--- config.mk ---
export PLATFORM = sky130hd
export DESIGN_NAME = game_round_ctrl
export DESIGN_NICKNAME = d
export VERILOG_FILES = /design/src/rtl/game_round_ctrl.sv
export SDC_FILE = /design/constraint.sdc
export NUM_CORES = 1
export LEC_CHECK = 0
export ABC_CLOCK_PERIOD_IN_PS = 5800
export BUFFER_PORTS_ARGS = -buffer_cell sky130_fd_sc_hd__buf_2
export CORE_ASPECT_RATIO = 1.1
export CORE_MARGIN = 3
export CORE_UTILIZATION = 50
export DETAILED_ROUTE_END_ITERATION = 8
export PLACE_DENSITY = 0.7
export SLEW_MARGIN = 20
export SYNTH_ARGS = -nofsm -noshare
export SYNTH_HDL_FRONTEND = slang
export SYNTH_SLANG_ARGS = --single-unit
--- constraint.sdc ---
create_clock -name clock -period 5.8 [get_ports clock]
set_clock_uncertainty 0.2 [all_clocks]
set_input_delay 0.87 -clock clock [delete_from_list [all_inputs] [get_ports clock]]
set_output_delay 0.87 -clock clock [all_outputs]
set_load 0.01 [all_outputs]
--- src/rtl/game_round_ctrl.sv ---
// Whack-a-mole round sequencer: shared prescaler, gap/up windows,
// round countdown, hit/miss pulses and game-over.
module game_round_ctrl #(
  parameter int unsigned TICK_CYCLES = 32'd10000000,
  parameter int unsigned ROUND_TICKS = 600,
  parameter int unsigned UP_TICKS    = 10,
  parameter int unsigned GAP_TICKS   = 5
) (
  input  logic       clock,
  input  logic       reset,
  input  logic       start,
  input  logic       hit,
  input  logic [1:0] level,
  output logic       mole_up,
  output logic [3:0] mole_pos,
  output logic       hit_ok,
  output logic       miss,
  output logic [9:0] time_left,
  output logic       game_over,
  output logic       tick
);

  typedef enum logic [1:0] {IDLE, GAP, UP, DONE} state_t;

  localparam logic [31:0] TICK_LAST = 32'(TICK_CYCLES - 1);
  localparam logic [9:0]  ROUND_T   = 10'(ROUND_TICKS);
  localparam logic [7:0]  UP_T      = 8'(UP_TICKS);
  localparam logic [7:0]  GAP_T     = 8'(GAP_TICKS);

  state_t      state;
  logic [31:0] prescaler;
  logic [7:0]  phase_cnt;
  logic [3:0]  lfsr;
  logic        running;
  logic        itick;
  logic        final_tick;
  logic [7:0]  up_shift;
  logic [7:0]  up_load;

  assign running    = (state == GAP) || (state == UP);
  assign itick      = running && (prescaler == TICK_LAST);
  assign final_tick = itick && (time_left == 10'd1);
  assign up_shift   = UP_T >> level;
  assign up_load    = (up_shift == 8'd0) ? 8'd1 : up_shift;

  always_ff @(posedge clock or posedge reset) begin
    if (reset) begin
      state     <= IDLE;
      prescaler <= '0;
      phase_cnt <= '0;
      lfsr      <= 4'b1001;
      mole_up   <= 1'b0;
      mole_pos  <= '0;
      hit_ok    <= 1'b0;
      miss      <= 1'b0;
      time_left <= ROUND_T;
      game_over <= 1'b0;
      tick      <= 1'b0;
    end else begin
      lfsr   <= {lfsr[2:0], lfsr[3] ^ lfsr[2]};
      tick   <= itick;
      hit_ok <= 1'b0;
      miss   <= 1'b0;
      if (!running || itick) prescaler <= '0;
      else                   prescaler <= prescaler + 32'd1;

      case (state)
        IDLE, DONE: begin
          if (start) begin
            state     <= GAP;
            phase_cnt <= GAP_T;
            time_left <= ROUND_T;
            game_over <= 1'b0;
          end
        end
        GAP: begin
          if (final_tick) begin
            state     <= DONE;
            time_left <= '0;
            mole_up   <= 1'b0;
            game_over <= 1'b1;
          end else if (itick) begin
            time_left <= time_left - 10'd1;
            if (phase_cnt == 8'd1) begin
              state     <= UP;
              phase_cnt <= up_load;
              mole_pos  <= lfsr;
              mole_up   <= 1'b1;
            end else begin
              phase_cnt <= phase_cnt - 8'd1;
            end
          end
        end
        UP: begin
          // end of round outranks a hit landing on the same tick
          if (final_tick) begin
            state     <= DONE;
            time_left <= '0;
            mole_up   <= 1'b0;
            game_over <= 1'b1;
          end else if (hit) begin
            state     <= GAP;
            mole_up   <= 1'b0;
            hit_ok    <= 1'b1;
            phase_cnt <= GAP_T;
            if (itick) time_left <= time_left - 10'd1;
          end else if (itick) begin
            time_left <= time_left - 10'd1;
            if (phase_cnt == 8'd1) begin
              state     <= GAP;
              mole_up   <= 1'b0;
              miss      <= 1'b1;
              phase_cnt <= GAP_T;
            end else begin
              phase_cnt <= phase_cnt - 8'd1;
            end
          end
        end
        default: state <= IDLE;
      endcase
    end
  end

endmodule
==> impl_metrics.ini, run 1 <==
[run_status]
status = complete, no violations

[die]
fp.dieArea_um2 = 8160
die_width_um = 86.4
ports_placed_on_the_boundary = 25
fp.coreArea_um2 = 6750
initial_core_util_pct = 52.7
site_row_count = 31
chipHeight_um = 94.4

[grt]
grt.overflow.total = 0
antenna_found_initial = 0
global_route.usage.total_pct = 20.1
grt_first_pass_wirelength_mm = 12.9
first_global_vias = 2660
largest_net_degree_at_the_start_of_global_routing = 66

[logic_synthesis]
synth_enable_flop_cells = 0
yosys.area_share.simple_pct = 27.3
synth_most_common_cell = dfrtp_1
yosys.cell_types.count = 61
synth_top_cells_by_area = dfrtp_1 (42%), nor2_1 (5.8%), dfstp_2 (4.4%)
asyncSetResetFlopFracSynth_pct = 100
synth_xor_area_share_pct = 6.90
post_synthesis_compound_gate_area_fraction_pct = 10.7
main_combinational_cell_family_by_area_after_synthesis = simple AND/OR/NAND/NOR gates
synth_top_area_share_pct = 41.5
synth_area_per_cell_um2 = 9.68
mappedNetlistArea_um2 = 3550
synth_top_cells_by_count = dfrtp_1 (59), nor2_1 (55), nand3_1 (21)
post_synth_inst_count = 367
synth.net_count = 380
synth-adder-area-share_pct = 2.46
synth.yosys.warnings = 0
ys_seq_elements = 65
synthMuxAreaShare_pct = 3.10
leading_area_contributor_after_synthesis = dfrtp_1
seq_area_frac_synth_pct = 46.0
synth_ff_type = dfrtp_1

[setup_path]
timing_worst_setup_path_type = register to register
critPathLaunchType = register
r2r_cells = 6
reg2reg_setup_slack_ns = 2.86
worst_r2r_endpoint = phase_cnt[2]$_DFFE_PP0P_
timing.critical_path.to_type = register
crit_required_ns = 5.84
crit_path_dat_ns = 2.98
crit_start = state[0]$_DFFE_PP0P_
crit_end = phase_cnt[2]$_DFFE_PP0P_
path_max_fanout = 19
r2r-start = state[0]$_DFFE_PP0P_

[pwr]
ir_drop_uv = 204
power_per_cell_area_nw_per_um2 = 344
leakage_uw = 0.00167
power.total_uw = 1340

[clock_network]
cts_tree = done
worst_skew_pair.late_latency_ns = 0.36
cts_num_sinks = 65
cts_hold_buffers = 0
cts.root.buffer_cell = clkbuf_8
cts-buffers-inserted = 9
clock_pin_transition_on_the_worst_setup_and_hold_timing_paths_ns = 0.08
post_cts.resized_instances = 0
h_tree_lvls = 3
max-clock-path-buffers = 2
post-cts-setup-buffer-count = 0

[route]
wl_mm = 7.61
dr_total_vias = 2851
vias_per_cell = 6.00
postRouteAntennaNets = 0
detail_route.drc_violations = 0
drtIter0Drc = 176
routed_wire_length_per_instance_um = 16.0
drt_first_pass_iters = 5

[timing]
worst_slew_margin_rel_pct = 39.5
final.min_clock_period_ns = 2.94
hold_viol = 0
setup-violations-final = 0
slew_violations = 0
rsz0062_at_grt = no
max_slew.worst_pin.slew_ns = 0.905
maxClockFrequency_mhz = 340
post-route-period-util_pct = 50.7
totalNegativeSetupSlack_ns = 0

[final_layout]
area.sequential_um2 = 1630
fraction_of_final_layout_cells_sized_beyond_drive_strength_1_pct = 17.6
n_fill_cell = 595
number_of_nets_in_the_layout = 401
multi_input_comb_area_um2 = 1790
fin_cells = 475
stdcell_area_um2 = 3880
num_antenna_cells = 0
area_delta_synth_final_pct = 9.30

[placed_design]
routabilityCongestion = 0.895
place.detailed.instances = 459
dp_hpwl_mm = 5.20
placed_cell_area_um2 = 3700
port_buffers = 24

[job]
drv.max_cap_violation_count = 0

[hold_path]
hp-class = register to register
layer usage:
layer  share of wire (%)  GRT usage (%)  vias up
li1                    -              -     1383
met2                  46           31.2       58
met4                 2.1           9.87        0
met5                   0              0        -
met3                 3.7           3.49       12
met1                  48           27.2     1398
state kept, by name, indices dropped and copies added, names as in the netlist:
name	cells
lfsr	4
mole_up	1
phase_cnt	8
prescaler	32
state	2
time_left	10
game_over	1
hit_ok	1
tick	1
miss	1
mole_pos	4
placed cells by master, fill, tap and decap left out, types with 3 or more instances in the layout:
cell,instances
dfrtp_1,59
nor2_1,55
buf_2,24
nand3_1,21
nand4_1,17
xor2_1,16
nand2_1,15
nor3_1,14
o21ai_0,13
xnor2_1,12
inv_1,10
nor4_1,10
clkbuf_8,9
a21oi_1,8
ha_1,7
and3_1,6
or3_1,6
dfstp_2,6
mux2i_1,5
and2_1,4
o211ai_1,4
nor2b_1,4
mux2_2,4
and4_1,3
a21o_1,3
a211oi_1,3
o22ai_1,3
clkinvlp_4,3
inv_6,3
metrics by stage:
step	utilization (%)	setup slack, ns	hold WS [ns]
2_1_floorplan	-	3.11	0.150
3_3_place_gp	54.8	2.98	0.155
3_5_place_dp	54.8	2.89	0.164
4_1_cts	57.5	2.88	0.183
5_1_grt	57.5	2.65	0.196
6_report	57.5	2.86	0.177
logic make-up (layout without fill, tap and decap cells):
kind of cell	count (synthesis)	after routing
adders and majority gates	7	7
xor gates and xnor gates	28	28
AOI/OAI and AO/OA	54	54
and+or+nand+nor	177	177
DFF	65	65
muxes	10	10
buffers and inverters	26	52
critical path, stage by stage, from the launching register on:
cell,delay (ns)
dfrtp_1,0.37
inv_1,0.05
ha_1,0.55
inv_1,0.40
nand4_1,0.52
a21o_1,0.39
o32a_1,0.35
worst min path at each step:
stage | start | endpoint | slack [ns] | cells past startpoint
after floorplan | lfsr[1]$_DFF_PP0_ | lfsr[2]$_DFF_PP0_ | 0.15 | 0
after global placement | lfsr[1]$_DFF_PP0_ | lfsr[2]$_DFF_PP0_ | 0.15 | 0
after detailed placement | lfsr[1]$_DFF_PP0_ | lfsr[2]$_DFF_PP0_ | 0.16 | 0
after CTS | lfsr[1]$_DFF_PP0_ | lfsr[2]$_DFF_PP0_ | 0.18 | 0
after global routing | lfsr[1]$_DFF_PP0_ | lfsr[2]$_DFF_PP0_ | 0.20 | 0
final | lfsr[1]$_DFF_PP0_ | lfsr[2]$_DFF_PP0_ | 0.18 | 0
area by class of cell:
class / count / area share (%)
clock buffer: 9 / 3.19
clock inverter: 7 / 1.55
inverter: 11 / 1.06
multi-input combinational: 276 / 46.2
sequential: 65 / 42.1
tap: 82 / 2.64
timing repair buffer: 25 / 3.29
power by group:
part / internal, µW / leakage, µW / switching, µW
Clock: 162 / 0.0000848 / 200
Combinational: 156 / 0.000719 / 300
Sequential: 486 / 0.000870 / 31.4
No activity file was read; power rests on OpenSTA's default activity.
==> run 2, diff against run 1 <==
--- a/config.mk
+++ b/config.mk
@@ -5,13 +5,13 @@
 export SDC_FILE = /design/constraint.sdc
 export NUM_CORES = 1
 export LEC_CHECK = 0
-export ABC_CLOCK_PERIOD_IN_PS = 5800
+export ABC_CLOCK_PERIOD_IN_PS = 2700
 export BUFFER_PORTS_ARGS = -buffer_cell sky130_fd_sc_hd__buf_2
 export CORE_ASPECT_RATIO = 1.1
 export CORE_MARGIN = 3
 export CORE_UTILIZATION = 50
 export DETAILED_ROUTE_END_ITERATION = 8
-export PLACE_DENSITY = 0.7
+export PLACE_DENSITY = 0.73
 export SLEW_MARGIN = 20
 export SYNTH_ARGS = -nofsm -noshare
 export SYNTH_HDL_FRONTEND = slang
==> constraint.sdc (replaced) <==
create_clock -name clock -period 2.7 [get_ports clock]
set_clock_uncertainty 0.2 [all_clocks]
set_input_delay 0.405 -clock clock [delete_from_list [all_inputs] [get_ports clock]]
set_output_delay 0.405 -clock clock [all_outputs]
set_load 0.01 [all_outputs]
==> impl_metrics.ini, run 2 (synthesis results as in run 1) <==
[timing]
totalNegativeSetupSlack_ns = 0
setup-violations-final = 0
post-route-period-util_pct = 92.5
layout_setup_ws_ns = 0.203
max_slew.worst_pin.slew_ns = 0.577
final.min_clock_period_ns = 2.50
rsz0062_at_grt = no
worst_slew_margin_rel_pct = 61.2
slew_violations = 0
maxClockFrequency_mhz = 401
hold_viol = 0

[clock_network]
worst_skew_pair.late_latency_ns = 0.34
cts_tree = done
clock_pin_transition_on_the_worst_setup_and_hold_timing_paths_ns = 0.07
h_tree_lvls = 3
max-clock-path-buffers = 2
post_cts.resized_instances = 0
cts_num_sinks = 65
cts-buffers-inserted = 9
cts.root.buffer_cell = clkbuf_8

[die]
ports_placed_on_the_boundary = 25
site_row_count = 31
fp.coreArea_um2 = 6750
initial_core_util_pct = 52.7
fp.dieArea_um2 = 8160
chipHeight_um = 94.4
die_width_um = 86.4

[route]
routed_wire_length_per_instance_um = 16.4
drt_first_pass_iters = 4
vias_per_cell = 6.09
postRouteAntennaNets = 0
dr_total_vias = 2989
wl_mm = 8.06
detail_route.drc_violations = 0
drtIter0Drc = 188

[placed_design]
dp_hpwl_mm = 5.75
routabilityCongestion = 0.897
port_buffers = 24
place_ws_ns = 0.233

[setup_path]
crit_required_ns = 2.76
timing_worst_setup_path_type = register to register
r2r_cells = 6
crit_path_dat_ns = 2.56
path_max_fanout = 10
critPathLaunchType = register
timing.critical_path.to_type = register
reg2reg_setup_slack_ns = 0.20

[pwr]
p_sw_share_pct = 38.5
leakage_uw = 0.00176
power.internal_uw = 1800
power_switching_uw = 1130
ir_drop_uv = 401
share_comb_of_total_power_pct = 37.4
seqPwrFrac_pct = 38.1
share_clk_of_total_power_pct = 24.5
power_per_cell_area_nw_per_um2 = 732

[final_layout]
layout_common_cells = dfrtp_1 (59), nor2_1 (55), buf_2 (24)
num_antenna_cells = 0
post-route-util_pct = 59.3
number_of_nets_in_the_layout = 417
area_delta_synth_final_pct = 12.6
n_fill_cell = 608
layout_commonest_cell = dfrtp_1
top_registers = prescaler x32, time_left x10, phase_cnt x8
max_reg_flops = 32
fraction_of_final_layout_cells_sized_beyond_drive_strength_1_pct = 20.0
max_flop_register = prescaler

[grt]
grt.overflow.total = 0
first_global_vias = 2893
antenna_found_initial = 0
largest_net_degree_at_the_start_of_global_routing = 41
grt_first_pass_wirelength_mm = 13.5
global_route.usage.total_pct = 21.1

[run_status]
status = complete, no violations

[job]
drv.max_cap_violation_count = 0

[hold_path]
min_path_cells = 2
hp-class = input port to register
-- run 2: cell count changes in the layout (fill, tap and decap cells not counted), sizes merged --
cell and delta:
buf +15, clkbuf +3, clkinv +4, clkinvlp -3, dlygate4sd3 +1, inv -4
-- run 2: final timing paths --
check                                     start                        to
max                        state[0]$_DFFE_PP0P_  phase_cnt[0]$_DFFE_PP0P_
min                                         hit            miss$_DFF_PP0_
max reg2reg                state[0]$_DFFE_PP0P_  phase_cnt[0]$_DFFE_PP0P_
min reg2reg                   lfsr[1]$_DFF_PP0_         lfsr[2]$_DFF_PP0_
max in group asynchronous                 reset   prescaler[28]$_DFF_PP0_
min in group asynchronous                 reset         lfsr[1]$_DFF_PP0_
-- run 2: critical path, cell delays in order (launching register included) --
cell and delay, ns:
dfrtp_1 0.38, inv_1 0.05, ha_1 0.41, or4_1 0.55, nor4_1 0.36, a21o_1 0.25, mux2i_1 0.21
-- run 2: layout make-up --
type | instances | area [µm²] | share of cell area [%]
Inverter | 11 | 41.3 | 1.03
Clock buffer | 12 | 145 | 3.63
Timing Repair Buffer | 41 | 263 | 6.57
Sequential cell | 65 | 1630 | 40.9
Multi-Input combinational cell | 276 | 1790 | 44.9
Clock inverter | 4 | 20.0 | 0.500
Tap cell | 82 | 103 | 2.56
-- run 2: power by group through the flow --
stage / clock, µW / sequential, µW / combinational [µW]
2_1_floorplan: 0 / 1110 / 847
3_3_place_gp: 0 / 1120 / 1060
3_5_place_dp: 0 / 1130 / 1080
4_1_cts: 729 / 1110 / 1090
5_1_grt: 768 / 1130 / 1210
6_report: 718 / 1110 / 1090
-- run 2: metal layers --
layer | GRT usage [%] | up-vias | wire length, µm
met5 | 0 | - | 0
met4 | 8.57 | 0 | 165
met3 | 4.71 | 16 | 453
met1 | 28.4 | 1474 | 3640
li1 | - | 1412 | -
met2 | 33.1 | 87 | 3810
-- run 2: metrics by stage --
| step | std cells | hold slack [ns] | area (µm²) | power, µW |
|---|---|---|---|---|
| after floorplan | 367 | 0.150 | 3550 | 1960 |
| after global placement | 472 | 0.154 | 3810 | 2190 |
| after detailed placement | 472 | 0.161 | 3810 | 2210 |
| after CTS | 489 | 0.0713 | 3990 | 2930 |
| after global routing | 491 | 0.0754 | 4000 | 3110 |
| final | 491 | 0.0880 | 4000 | 2930 |
-- run 2: repair_timing --
| action | in CTS | in global routing |
|---|---|---|
| buffers inserted | 0 | 2 |
| hold endpoints to repair | 19 | 0 |
| hold buffers | 1 | 0 |
| endpoints found under the setup margin | 0 | 1 |
==> run 3, diff against run 2 <==
--- a/config.mk
+++ b/config.mk
@@ -11,7 +11,8 @@
 export CORE_MARGIN = 3
 export CORE_UTILIZATION = 50
 export DETAILED_ROUTE_END_ITERATION = 8
-export PLACE_DENSITY = 0.73
+export PLACE_DENSITY = 0.71
+export SKIP_CTS_REPAIR_TIMING = 1
 export SLEW_MARGIN = 20
 export SYNTH_ARGS = -nofsm -noshare
 export SYNTH_HDL_FRONTEND = slang
==> constraint.sdc (replaced) <==
create_clock -name clock -period 2.7 [get_ports clock]
set_clock_uncertainty 0.2 [all_clocks]
set_input_delay 0.405 -clock clock [delete_from_list [all_inputs] [get_ports clock]]
set_output_delay 0.405 -clock clock [all_outputs]
set_load 0.05 [all_outputs]
==> impl_metrics.ini, run 3 (synthesis results as in run 1) <==
[timing]
slew_violations = 0
post-route-period-util_pct = 89.3
totalNegativeSetupSlack_ns = 0
rsz0062_at_grt = no
max_slew.worst_pin.slew_ns = 0.614
worst_slew_margin_rel_pct = 58.7
maxClockFrequency_mhz = 415
hold_viol = 0
final.min_clock_period_ns = 2.41
setup-violations-final = 0

[setup_path]
cpMaxStageDelayCell = or4_1
r2r-start = state[0]$_DFFE_PP0P_
critPathLaunchType = register
path_max_fanout = 9
timing_worst_setup_path_type = register to register
critical_path_s_largest_stage_delay_ns = 0.55
crit_required_ns = 2.79
critical-path-top-delay-family = simple AND/OR/NAND/NOR gates
timing.critical_path.to_type = register
crit_start = state[0]$_DFFE_PP0P_
cp.buffers_inverters = 2
critical_path_cell_by_cell = inv_1 > ha_1 > buf_4 > nor3_1 > nand4_1 > or4_1 > nand3_1
crit_path_dat_ns = 2.50

[die]
initial_core_util_pct = 52.7
fp.coreArea_um2 = 6750
die_width_um = 86.4
chipHeight_um = 94.4
site_row_count = 31
ports_placed_on_the_boundary = 25
fp.dieArea_um2 = 8160

[clock_network]
max-clock-path-buffers = 2
worst_skew_pair.late_latency_ns = 0.35
cts_num_sinks = 65
cts_tree = done
h_tree_lvls = 3
clock_pin_transition_on_the_worst_setup_and_hold_timing_paths_ns = 0.08
cts-buffers-inserted = 9
cts.root.buffer_cell = clkbuf_8

[final_layout]
num_antenna_cells = 0
area_delta_synth_final_pct = 12.7
layout_commonest_cell = dfrtp_1
max_flop_register = prescaler
post-route-util_pct = 59.4
layout_common_cells = dfrtp_1 (59), nor2_1 (55), buf_2 (24)
top_registers = prescaler x32, time_left x10, phase_cnt x8
fraction_of_final_layout_cells_sized_beyond_drive_strength_1_pct = 20.4
number_of_nets_in_the_layout = 415
max_reg_flops = 32

[route]
postRouteAntennaNets = 0
vias_per_cell = 5.97
routed_wire_length_per_instance_um = 16.3
drt_first_pass_iters = 5
dr_total_vias = 2917
detail_route.drc_violations = 0
drtIter0Drc = 171
wl_mm = 7.98

[grt]
grt_first_pass_wirelength_mm = 13.6
first_global_vias = 2806
global_route.usage.total_pct = 21.3
largest_net_degree_at_the_start_of_global_routing = 41
antenna_found_initial = 0
grt.overflow.total = 0

[pwr]
leakage_uw = 0.00174
ir_drop_uv = 472
power_per_cell_area_nw_per_um2 = 749

[run_status]
status = complete, no violations

[job]
drv.max_cap_violation_count = 0

[placed_design]
port_buffers = 24
routabilityCongestion = 0.919
dp_hpwl_mm = 5.74

[hold_path]
hp-class = input port to register
hp-start = hit
## run 3: cell count changes in the layout (fill, tap and decap cells not counted), sizes merged
cell      change
clkinvlp      +4
clkinv        -2
inv           +1
buf           -2
clkbuf        -3
## run 3: layer usage
| layer | vias to the layer above | routed length [µm] | track usage [%] |
|---|---|---|---|
| met2 | 97 | 3930 | 35.1 |
| met3 | 11 | 407 | 4.28 |
| li1 | 1404 | - | - |
| met5 | - | 0 | 0 |
| met1 | 1405 | 3520 | 28.1 |
| met4 | 0 | 117 | 7.01 |
## run 3: worst paths after layout
check | end | slack, ns | cells after the start
setup / recovery | time_left[6]$_DFFE_PP1P_ | 0.29 | 7
hold / removal | miss$_DFF_PP0_ | 0.1 | 2
setup reg to reg | time_left[6]$_DFFE_PP1P_ | 0.29 | 7
hold reg to reg | lfsr[2]$_DFF_PP0_ | 0.18 | 0
max in group asynchronous | time_left[4]$_DFFE_PP1P_ | 1.17 | 4
min in group asynchronous | lfsr[1]$_DFF_PP0_ | 0.46 | 3
## run 3: where the power goes
part	internal [µW]	leakage, µW	switching [µW]
Clock	338	0.0000781	416
Sequential	1040	0.000870	68.5
Combinational	410	0.000793	722
## run 3: final cells by class
type | count | area (µm²)
Sequential cell | 65 | 1630
Inverter | 11 | 41.3
Clock buffer | 9 | 124
Timing Repair Buffer | 39 | 248
Clock inverter | 7 | 56.3
Multi-Input combinational cell | 276 | 1800
Fill cell | 596 | 2740
Tap cell | 82 | 103
## run 3: per-stage QoR
step	hold WS, ns	std cells	worst slack (ns)	total power [µW]	cell area (µm²)
floorplan	0.150	367	0.338	1990	3550
global placement	0.153	472	0.308	2240	3810
detailed placement	0.162	472	0.234	2250	3810
CTS	-0.0856	488	0.214	3010	3990
global route	0.0999	489	0.123	3200	4010
finish	0.0999	489	0.289	3000	4010
